**config.mk**
```make
export PLATFORM = sky130hd
export DESIGN_NAME = wb_ctrl
export DESIGN_NICKNAME = d
export VERILOG_FILES = /design/src/rtl/wb_ctrl.sv
export SDC_FILE = /design/constraint.sdc
export NUM_CORES = 1
export LEC_CHECK = 0
export ABC_AREA = 1
export BUFFER_PORTS_ARGS = -buffer_cell sky130_fd_sc_hd__buf_2
export CORE_UTILIZATION = 45
export CTS_CLUSTER_DIAMETER = 30
export CTS_CLUSTER_SIZE = 28
export DETAILED_ROUTE_END_ITERATION = 7
export PLACE_DENSITY = 0.66
export SYNTH_ARGS = -nofsm -noshare
export SYNTH_HDL_FRONTEND = slang
export SYNTH_SLANG_ARGS = --single-unit
export TNS_END_PERCENT = 100
```
**constraint.sdc**
```tcl
create_clock -name clk_i -period 8.63 [get_ports clk_i]
set_input_delay 0.863 -clock clk_i [delete_from_list [all_inputs] [get_ports clk_i]]
set_output_delay 0.863 -clock clk_i [all_outputs]
set_load 0.02 [all_outputs]
```
**src/rtl/wb_ctrl.sv**
```systemverilog
// Write-back controller: arbitrates ALU results against buffered load returns
// onto the single register file write port and tracks loads still in flight.
module wb_ctrl #(
  parameter int W      = 32,
  parameter int nu_reg = 5,
  parameter int DEPTH  = 4
) (
  input  logic                 clk_i,
  input  logic                 rst_ni,
  input  logic                 alu_valid_i,
  input  logic [nu_reg-1:0]    alu_rd_i,
  input  logic [W-1:0]         alu_data_i,
  output logic                 alu_ready_o,
  input  logic                 lsu_valid_i,
  input  logic [nu_reg-1:0]    lsu_rd_i,
  input  logic [W-1:0]         lsu_data_i,
  output logic                 lsu_ready_o,
  input  logic                 issue_load_i,
  input  logic [nu_reg-1:0]    issue_rd_i,
  output logic [2**nu_reg-1:0] pending_o,
  output logic                 wr_en_d_o,
  output logic [nu_reg-1:0]    addr_d_o,
  output logic [W-1:0]         data_d_o
);
  localparam int AW = $clog2(DEPTH);
  localparam int NR = 2**nu_reg;

  logic [nu_reg-1:0] r_fifoRd   [DEPTH];
  logic [W-1:0]      r_fifoData [DEPTH];
  logic [AW:0]       r_wrPtr;
  logic [AW:0]       r_rdPtr;
  logic [NR-1:0]     r_pending;
  logic              r_wrEn;
  logic [nu_reg-1:0] r_addr;
  logic [W-1:0]      r_data;

  logic [AW:0]       w_count;
  logic              w_full;
  logic              w_empty;
  logic              w_push;
  logic              w_useFifo;
  logic              w_useAlu;
  logic              w_sel;
  logic [AW-1:0]     w_wrIdx;
  logic [AW-1:0]     w_rdIdx;
  logic [nu_reg-1:0] w_selRd;
  logic [W-1:0]      w_selData;
  logic [NR-1:0]     w_pendNext;

  // Pointers carry one extra bit so a full FIFO is distinguishable from empty.
  assign w_count = r_wrPtr - r_rdPtr;
  assign w_full  = w_count[AW];
  assign w_empty = (w_count == '0);
  assign w_wrIdx = r_wrPtr[AW-1:0];
  assign w_rdIdx = r_rdPtr[AW-1:0];
  assign w_push  = lsu_valid_i && !w_full;

  assign alu_ready_o = !w_full;
  assign lsu_ready_o = !w_full;

  always_comb begin
    w_useFifo = 1'b0;
    w_useAlu  = 1'b0;
    if (w_full) begin
      w_useFifo = 1'b1;
    end else if (alu_valid_i) begin
      w_useAlu = 1'b1;
    end else if (!w_empty) begin
      w_useFifo = 1'b1;
    end
  end

  assign w_sel     = w_useFifo || w_useAlu;
  assign w_selRd   = w_useFifo ? r_fifoRd[w_rdIdx]   : alu_rd_i;
  assign w_selData = w_useFifo ? r_fifoData[w_rdIdx] : alu_data_i;

  // A new issue to the same register outranks the clear from its older pop.
  always_comb begin
    w_pendNext = r_pending;
    if (w_useFifo && (w_selRd != '0)) begin
      w_pendNext[w_selRd] = 1'b0;
    end
    if (issue_load_i) begin
      w_pendNext[issue_rd_i] = 1'b1;
    end
    w_pendNext[0] = 1'b0;
  end

  always_ff @(posedge clk_i) begin
    if (w_push) begin
      r_fifoRd[w_wrIdx]   <= lsu_rd_i;
      r_fifoData[w_wrIdx] <= lsu_data_i;
    end
  end

  always_ff @(posedge clk_i or negedge rst_ni) begin
    if (!rst_ni) begin
      r_wrPtr   <= '0;
      r_rdPtr   <= '0;
      r_pending <= '0;
      r_wrEn    <= 1'b0;
      r_addr    <= '0;
      r_data    <= '0;
    end else begin
      if (w_push) begin
        r_wrPtr <= r_wrPtr + 1'b1;
      end
      if (w_useFifo) begin
        r_rdPtr <= r_rdPtr + 1'b1;
      end
      r_pending <= w_pendNext;
      r_wrEn    <= w_sel && (w_selRd != '0);
      if (w_sel) begin
        r_addr <= w_selRd;
        r_data <= w_selData;
      end
    end
  end

  assign pending_o = r_pending;
  assign wr_en_d_o = r_wrEn;
  assign addr_d_o  = r_addr;
  assign data_d_o  = r_data;

endmodule

```
==> impl_metrics.toml, run 1 <==
[outcome]
status = "finished, final reports clean"

[cts]
post_cts_buffers = 0
clockRootBuffer = "clkbuf_16"
clockBufferDepth = 3
cts_max_level = 2
cts_hold_buf = 0
cts_tree = "done"
clk_pin_slew_ns = 0.05
cts_buffers = 40
clock_latency_ns = 0.51
cts.sinks = 223
post_cts_resized = 0

[power_and_ir_drop]
vdd_ir_drop_max_mv = 0.312
powerDensity_nw_per_um2 = 451
power.total_mw = 5.26
p_leak_nw = 4.95

[floorplan]
pin_count = 156
fp-row-count = 52
die_h_um = 147
dieArea_um2 = 21500
coreArea_um2 = 20400
die_w_um = 147
start_util = 0.463

[worst_setup_path]
slowest_delay_ns = 1.03
critical_path.cell_chain = "inv_1 > ha_1 > nand2_1 > nand2_1 > nand2_4 > nand2_1 > inv_2 > nand2_1 > nor2_4"
r2r-end = "r_fifoData[0][6]"
reg2reg_from = "r_rdPtr[1]"
critical_path.max_fanout = 37
cp.arrival_ns = 3.93
slowest_stage = "nor2_4"
startpoint_type = "register"
crit_path_end_kind = "register"
cpMostUsedCell = "nand2_1"
path_buf_inv = 2
rrSetupSlack_ns = 4.81
r2r_cells = 9
cp_top_family = "simple AND/OR/NAND/NOR gates"
required_ns = 8.74
critical_path_class = "register to register"

[timing]
setup_violations = 0
hold_ws_ns = 0.462
max_slew.worst_pin.slew_ns = 1.23
slew_headroom = 0.179
max_freq_mhz = 262
hold_viol_final = 0
worst_slack_ns = 4.81
slew_violations = 0
fin_setup_tns_ns = 0
period_minus_slack_ns = 3.82
fin_worst_skew_ns = 0.0105
rsz0062_at_grt = "no"
fin_crit_sh = 0.442

[final_layout]
final_common_cell = "nand2_1"
drive_above_1_share = 0.243
design_area_um2 = 11700
register_area_um2 = 6320
multiInputGateArea_um2 = 2670
syn_to_final_growth_pct = 23.6
final.fill_count = 1675
final_cell_mix = "nand2_1, buf_2, edfxtp_1"
num-nets-final = 1101

[placement]
pre_cts_slack_ns = 4.78
portBuffers = 154
hpwl_mm = 13.1
place_area_um2 = 10300
place_congestion = 0.789

[global_routing]
grt_usage = 0.211
antenna_found_initial = 2
overflow = 0
grt_max_degree = 76
grt_pass1_vias = 6892
grt_pass1_wl_mm = 35.5

[detailed_routing]
via_per_inst = 5.21
num_vias = 6830
post-route-drc-count = 0
wl_per_cell_um = 16.8
final_antenna_net_count = 0
first_pass_iters = 4
dr.first_iter.drc_count = 382
wl_mm = 22.1

[flow_run]
max_cap_viol_count = 0

[synth]
synth.avg_cell_area_um2 = 11.0
synth-async-reset-ratio = 0.336
synth_area_um2 = 9430
post-synth-top-area-fraction = 0.471
ys_seq_area_frac = 0.670
netlist_instances = 856
synthFlopType = "edfxtp_1"
synth_top_cell_by_area = "edfxtp_1"
ys_ff_latch = 223
synth_edf_count = 148
yosys_warnings = 0
synthesis.nets = 947
synth_cell_types = 28
synth.area.top_cells = "edfxtp_1, dfrtp_1, nand2_1"

[min_path]
worstHoldPathCells = 2
holdPathEnd = "pending_o[30]"
hold_class = "register to register"
min_from = "pending_o[30]"
[sequential cells by signal (all words and copies together) (netlist names)]
name        cells
addr_d_o        5
data_d_o       32
pending_o      31
r_fifoData    128
r_fifoRd       20
r_rdPtr         3
r_wrPtr         3
wr_en_d_o       1
[power by group]
group / internal (mW) / leakage, nW / total, mW / switching (mW)
Combinational: 0.551 / 2.03 / 2.03 / 1.48
Sequential: 1.51 / 2.25 / 1.66 / 0.150
Clock: 1.06 / 0.666 / 1.57 / 0.511
[final cells by class]
type,instances,area share
inverters,41,0.0132
repair buffers,158,0.0689
clock buffers,46,0.0905
multi-input cells,546,0.229
flip-flops and latches,223,0.542
clock inverters,27,0.0270
well taps,270,0.0290
diodes,1,0.000215
[stage by stage]
stage	cells	utilization
floorplan	856	-
global placement	1238	0.505
detailed placement	1238	0.505
CTS	1311	0.572
global route	1311	0.572
finish	1312	0.573
[cell families after synthesis]
kind of cell | after synthesis | share of synthesized area
flops | 223 | 0.670
simple gates | 435 | 0.211
buf+inv | 87 | 0.0496
fa+ha+maj | 7 | 0.00929
compound gates | 99 | 0.0562
other cells | 1 | 0.000398
xor+xnor | 4 | 0.00371
[cells in the mapped netlist (4+ instances only)]
| cell | instances |
|---|---|
| buf_4 | 9 |
| buf_6 | 11 |
| xor2_1 | 4 |
| edfxtp_1 | 148 |
| inv_1 | 37 |
| nand3_1 | 82 |
| nor2_1 | 56 |
| a21oi_1 | 9 |
| nand2_4 | 11 |
| nand2_1 | 227 |
| nor3_1 | 12 |
| nand4_1 | 37 |
| o22ai_1 | 25 |
| ha_1 | 7 |
| nand2_2 | 4 |
| o21ai_1 | 4 |
| inv_2 | 4 |
| dfrtp_1 | 75 |
| buf_2 | 7 |
| clkbuf_1 | 18 |
| o21ai_0 | 60 |
[worst min-delay path: cells and delay by family, from the launching register on]
family | cells | cell delay (ns)
simple gates | 2 | 0.09
flops | 1 | 0.33
[worst max-delay path by stage]
stage / start / depth (start not counted) / endpoint / slack [ns]
floorplan: r_rdPtr[1] / 11 / r_fifoData[0][0] / 4.67
global placement: r_rdPtr[1] / 9 / r_fifoData[0][27] / 4.91
detailed placement: r_rdPtr[1] / 9 / r_fifoData[0][26] / 4.78
CTS: r_rdPtr[1] / 9 / r_fifoData[0][18] / 4.77
global route: r_rdPtr[1] / 9 / r_fifoData[0][6] / 4.53
finish: r_rdPtr[1] / 9 / r_fifoData[0][6] / 4.81
[metal layers]
| layer | track usage | vias to the layer above | part of all wire |
|---|---|---|---|
| met4 | 0.0740 | 2 | 0.023 |
| met3 | 0.0478 | 47 | 0.057 |
| met1 | 0.271 | 3287 | 0.43 |
| met2 | 0.351 | 193 | 0.49 |
| met5 | 0 | - | 0.00036 |
| li1 | - | 3301 | - |
Note: power is estimated with default switching activity, not from simulation.
==> run 2, diff against run 1 <==
--- a/config.mk
+++ b/config.mk
@@ -11,7 +11,7 @@
 export CTS_CLUSTER_DIAMETER = 30
 export CTS_CLUSTER_SIZE = 28
 export DETAILED_ROUTE_END_ITERATION = 7
-export PLACE_DENSITY = 0.66
+export PLACE_DENSITY = 0.69
 export SYNTH_ARGS = -nofsm -noshare
 export SYNTH_HDL_FRONTEND = slang
 export SYNTH_SLANG_ARGS = --single-unit
==> constraint.sdc (replaced) <==
create_clock -name clk_i -period 3.3 [get_ports clk_i]
set_input_delay 0.33 -clock clk_i [delete_from_list [all_inputs] [get_ports clk_i]]
set_output_delay 0.33 -clock clk_i [all_outputs]
set_load 0.02 [all_outputs]
==> run 2 against run 1 <==
Against the previous run: via count up 3.4%; worst setup slack worse by 4.1 ns; cell area up 2.1%; power rose to 2.7 times the previous value; register-to-register slack worse by 4.1 ns; critical path depth unchanged; maximum frequency up 45%; die area unchanged; clock skew up 0.0044 ns; combinational power rose to 2.7 times the previous value; wire length up 3.7%; largest cell class unchanged; largest power group unchanged; highest routed layer unchanged.
==> impl_metrics.toml, run 2 (synthesis results as in run 1) <==
[placement]
portBuffers = 154
dp_cells = 1246
pre_cts_slack_ns = 0.650
place_congestion = 0.851
place_area_um2 = 10400
hpwl_mm = 13.6

[timing]
setup_violations = 0
slew_violations = 0
max_freq_mhz = 380
slew_headroom = 0.298
max_slew.worst_pin.slew_ns = 1.05
fin_setup_tns_ns = 0
fin_worst_skew_ns = 0.0149
fin_crit_sh = 0.796
rsz0062_at_grt = "no"
hold_ws_ns = 0.0202
worst_slack_ns = 0.672
hold_viol_final = 0
period_minus_slack_ns = 2.63

[power_and_ir_drop]
power.total_mw = 14.3
p_leak_nw = 5.06
powerDensity_nw_per_um2 = 1200
vdd_ir_drop_max_mv = 0.577

[final_layout]
regMostFlops = "r_fifoData"
drive_above_1_share = 0.255
final_common_cell = "nand2_1"
num-nets-final = 1111
final_cell_mix = "nand2_1, buf_2, edfxtp_1"
syn_to_final_growth_pct = 26.2
largest_register_ffs = 128
multiInputGateArea_um2 = 2670
finish.utilization = 0.585
final_cells = 1324
register_area_um2 = 6320
design_area_um2 = 11900
final.fill_count = 1642

[floorplan]
fp-row-count = 52
die_h_um = 147
pin_count = 156
dieArea_um2 = 21500
start_util = 0.463
coreArea_um2 = 20400
die_w_um = 147

[worst_setup_path]
crit_path_end_kind = "register"
cp.arrival_ns = 2.83
critical_path_class = "register to register"
required_ns = 3.50
critical_path.max_fanout = 27
startpoint_type = "register"
critPathLaunch = "r_wrPtr[1]"
reg2reg_from = "r_wrPtr[1]"

[detailed_routing]
first_pass_iters = 5
num_vias = 7065
post-route-drc-count = 0
wl_mm = 22.9
wl_per_cell_um = 17.3
via_per_inst = 5.34
dr.first_iter.drc_count = 457
final_antenna_net_count = 0

[cts]
cts.sinks = 223
post_cts_resized = 0
cts_max_level = 2
post_cts_buffers = 0
clockRootBuffer = "clkbuf_16"
cts_hold_buf = 0
cts_tree = "done"
clockBufferDepth = 3
clock_latency_ns = 0.51
clk_pin_slew_ns = 0.05
cts_buffers = 42

[global_routing]
grt_pass1_vias = 6884
antenna_found_initial = 2
grt_max_degree = 76
grt_usage = 0.217
overflow = 0
grt_pass1_wl_mm = 36.2

[flow_run]
max_cap_viol_count = 0

[min_path]
hold_class = "input port to asynchronous set/reset pin"

[outcome]
status = "finished, final reports clean"
-- run 2: changes by cell type in the layout (fill, tap and decap cells not counted), sizes merged --
cell      delta
bufinv       +3
clkinv       -2
buf          +8
clkinvlp     +1
inv          +2
-- run 2: worst max-delay path, cell delays in order, from the launching register on --
cell     delay (ns)
dfrtp_1        0.41
ha_1           0.33
nand2_1        0.07
nand2_1        0.07
nand2_4        0.12
nand2_1        0.08
inv_2          0.17
nand2_1        0.32
nor2_4         0.45
buf_12         0.27
-- run 2: report_power, final --
group	switching (mW)	internal [mW]	leakage, nW
Sequential	0.371	3.94	2.25
Clock	1.41	3.12	0.735
Combinational	3.96	1.52	2.08
Total	5.74	8.59	5.06
-- run 2: cell type report --
cell class / instances / area share
Multi-Input combinational cell: 546 / 0.224
Antenna cell: 1 / 0.000210
Sequential cell: 223 / 0.531
Clock inverter: 31 / 0.0353
Timing Repair Buffer: 166 / 0.0757
Inverter: 41 / 0.0129
Tap cell: 270 / 0.0284
Clock buffer: 46 / 0.0922
-- run 2: layer usage --
layer,vias to the layer above,GRT usage,wire length (µm)
met5,-,0,8
met4,2,0.0766,545
met3,49,0.0463,1620
met2,278,0.364,11300
met1,3424,0.278,9420
li1,3312,-,-
-- run 2: worst paths after layout --
kind,end,slack [ns],cells after the start
setup / recovery,r_fifoData[3][21],0.67,9
hold / removal,data_d_o[9],0.02,1
setup reg to reg,r_fifoData[3][21],0.67,9
hold reg to reg,pending_o[29],0.46,2
max in group asynchronous,r_rdPtr[0],2.57,1
min in group clk_i,r_fifoData[3][2],0.03,1
==> run 3, diff against run 2 <==
--- a/config.mk
+++ b/config.mk
@@ -11,7 +11,7 @@
 export CTS_CLUSTER_DIAMETER = 30
 export CTS_CLUSTER_SIZE = 28
 export DETAILED_ROUTE_END_ITERATION = 7
-export PLACE_DENSITY = 0.69
+export PLACE_DENSITY = 0.66
 export SYNTH_ARGS = -nofsm -noshare
 export SYNTH_HDL_FRONTEND = slang
 export SYNTH_SLANG_ARGS = --single-unit
==> constraint.sdc (replaced) <==
create_clock -name clk_i -period 2.49 [get_ports clk_i]
set_input_delay 0.249 -clock clk_i [delete_from_list [all_inputs] [get_ports clk_i]]
set_output_delay 0.249 -clock clk_i [all_outputs]
set_load 0.02 [all_outputs]
==> run 3 against run 2 <==
Against the previous run: first-iteration DRC count increased by 1.5%; maximum frequency grew 15%; wire length down 0.19%; non-clock buffer count rose by 82; largest power group unchanged; critical endpoint is now pending_o[23].
==> impl_metrics.toml, run 3 (synthesis results as in run 1) <==
[outcome]
status = "finished, final reports clean"

[timing]
slew_headroom = 0.540
hold_ws_ns = 0.0164
max_freq_mhz = 438
setup_violations = 0
fin_setup_tns_ns = 0
fin_crit_sh = 0.917
hold_viol_final = 0
worst_slack_ns = 0.206
fin_worst_skew_ns = 0.0149
max_slew.worst_pin.slew_ns = 0.690
rsz0062_at_grt = "no"
slew_violations = 0
period_minus_slack_ns = 2.28

[detailed_routing]
wl_per_cell_um = 16.2
post-route-drc-count = 0
first_pass_iters = 5
wl_mm = 22.9
via_per_inst = 5.09
dr.first_iter.drc_count = 464
final_antenna_net_count = 0
num_vias = 7167

[flow_run]
max_cap_viol_count = 0

[min_path]
worstHoldPathCells = 3
min_from = "alu_data_i[2]"
hold_class = "input port to register"
holdPathEnd = "data_d_o[2]"

[global_routing]
grt_pass1_vias = 7117
grt_pass1_wl_mm = 36.5
grt_max_degree = 50
antenna_found_initial = 2
overflow = 0
grt_usage = 0.217

[placement]
hpwl_mm = 13.7
portBuffers = 154
pre_cts_slack_ns = 0.225
place_area_um2 = 10600
dp_cells = 1260
place_congestion = 0.790

[power_and_ir_drop]
powerDensity_nw_per_um2 = 1470
power.total_mw = 18.5
p_leak_nw = 5.33
vdd_ir_drop_max_mv = 0.802

[worst_setup_path]
critical_path.cell_chain = "inv_1 > ha_1 > inv_1 > a21oi_2 > nand2_4 > nand3_4 > nand2_1 > nand2_1 > nand4_1 > nand2_1 > nand2_1"
cpMostUsedCell = "nand2_1"
reg2reg_from = "r_wrPtr[0]"
required_ns = 2.88
path_buf_inv = 2
r2r_cells = 11
slowest_delay_ns = 0.45
startpoint_type = "register"
r2r-end = "pending_o[23]"
cp.arrival_ns = 2.67
crit_path_end_kind = "register"
rrSetupSlack_ns = 0.21
cp_top_family = "simple AND/OR/NAND/NOR gates"
slowest_stage = "nand2_1"
critical_path.max_fanout = 16
critical_path_class = "register to register"

[cts]
clockBufferDepth = 3
clock_latency_ns = 0.51
cts_buffers = 42
clockRootBuffer = "clkbuf_16"
cts.sinks = 223
cts_tree = "done"
cts_max_level = 2
clk_pin_slew_ns = 0.05
post_cts_buffers = 0

[final_layout]
final_cells = 1407
regMostFlops = "r_fifoData"
syn_to_final_growth_pct = 33.5
design_area_um2 = 12600
drive_above_1_share = 0.253
final_cell_mix = "nand2_1, buf_2, edfxtp_1"
num-nets-final = 1193
finish.utilization = 0.618
final_common_cell = "nand2_1"
largest_register_ffs = 128

[floorplan]
die_h_um = 147
die_w_um = 147
pin_count = 156
dieArea_um2 = 21500
fp-row-count = 52
coreArea_um2 = 20400
start_util = 0.463
run 3: cell count changes in the layout (fill, tap and decap cells not counted), sizes merged:
| cell | delta |
|---|---|
| clkinv | +1 |
| dlygate4sd3 | +68 |
| bufinv | -7 |
| diode | +2 |
| clkinvlp | +5 |
| buf | +14 |
run 3: area by class of cell:
cell class,count,area (µm²)
Fill cell,1634,7780
Timing Repair Buffer,248,1700
Tap cell,270,338
Multi-Input combinational cell,546,2720
Sequential cell,223,6320
Inverter,41,161
Antenna cell,3,7.51
Clock buffer,46,1100
Clock inverter,30,243
run 3: layer usage:
| metal | track usage | routed length, µm | vias up |
|---|---|---|---|
| met5 | 0 | 0 | - |
| met4 | 0.0734 | 442 | 0 |
| met3 | 0.0425 | 1380 | 38 |
| met2 | 0.361 | 11000 | 253 |
| met1 | 0.285 | 10100 | 3400 |
| li1 | - | - | 3476 |
run 3: timing repair:
action	4_1_cts	5_1_grt
hold endpoints to repair	224	0
setup endpoints to repair	0	1
hold buffers	68	0
gates resized for setup	0	1
run 3: report_power, final:
group / total, mW / internal (mW) / switching (mW)
logic: 7.60 / 2.25 / 5.35
clock network: 5.22 / 3.40 / 1.82
registers: 5.70 / 5.23 / 0.469
total: 18.5 / 10.9 / 7.64
run 3: worst register-to-register path, stage by stage (launching register included):
cell and delay [ns]:
dfrtp_1 0.41, inv_1 0.15, ha_1 0.16, inv_1 0.05, a21oi_2 0.17, nand2_4 0.12
nand3_4 0.25, nand2_1 0.09, nand2_1 0.45, nand4_1 0.18, nand2_1 0.09, nand2_1 0.04
run 3: worst max path at each step:
stage | slack, ns | cells past startpoint | from | to
6_report | 0.21 | 11 | r_wrPtr[0] | pending_o[23]
3_5_place_dp | 0.22 | 11 | r_wrPtr[0] | pending_o[23]
3_3_place_gp | 0.28 | 11 | r_wrPtr[0] | pending_o[19]
2_1_floorplan | -0.03 | 11 | r_rdPtr[1] | r_fifoData[3][0]
5_1_grt | 0.01 | 11 | r_wrPtr[0] | pending_o[15]
4_1_cts | 0.20 | 11 | r_wrPtr[0] | pending_o[23]
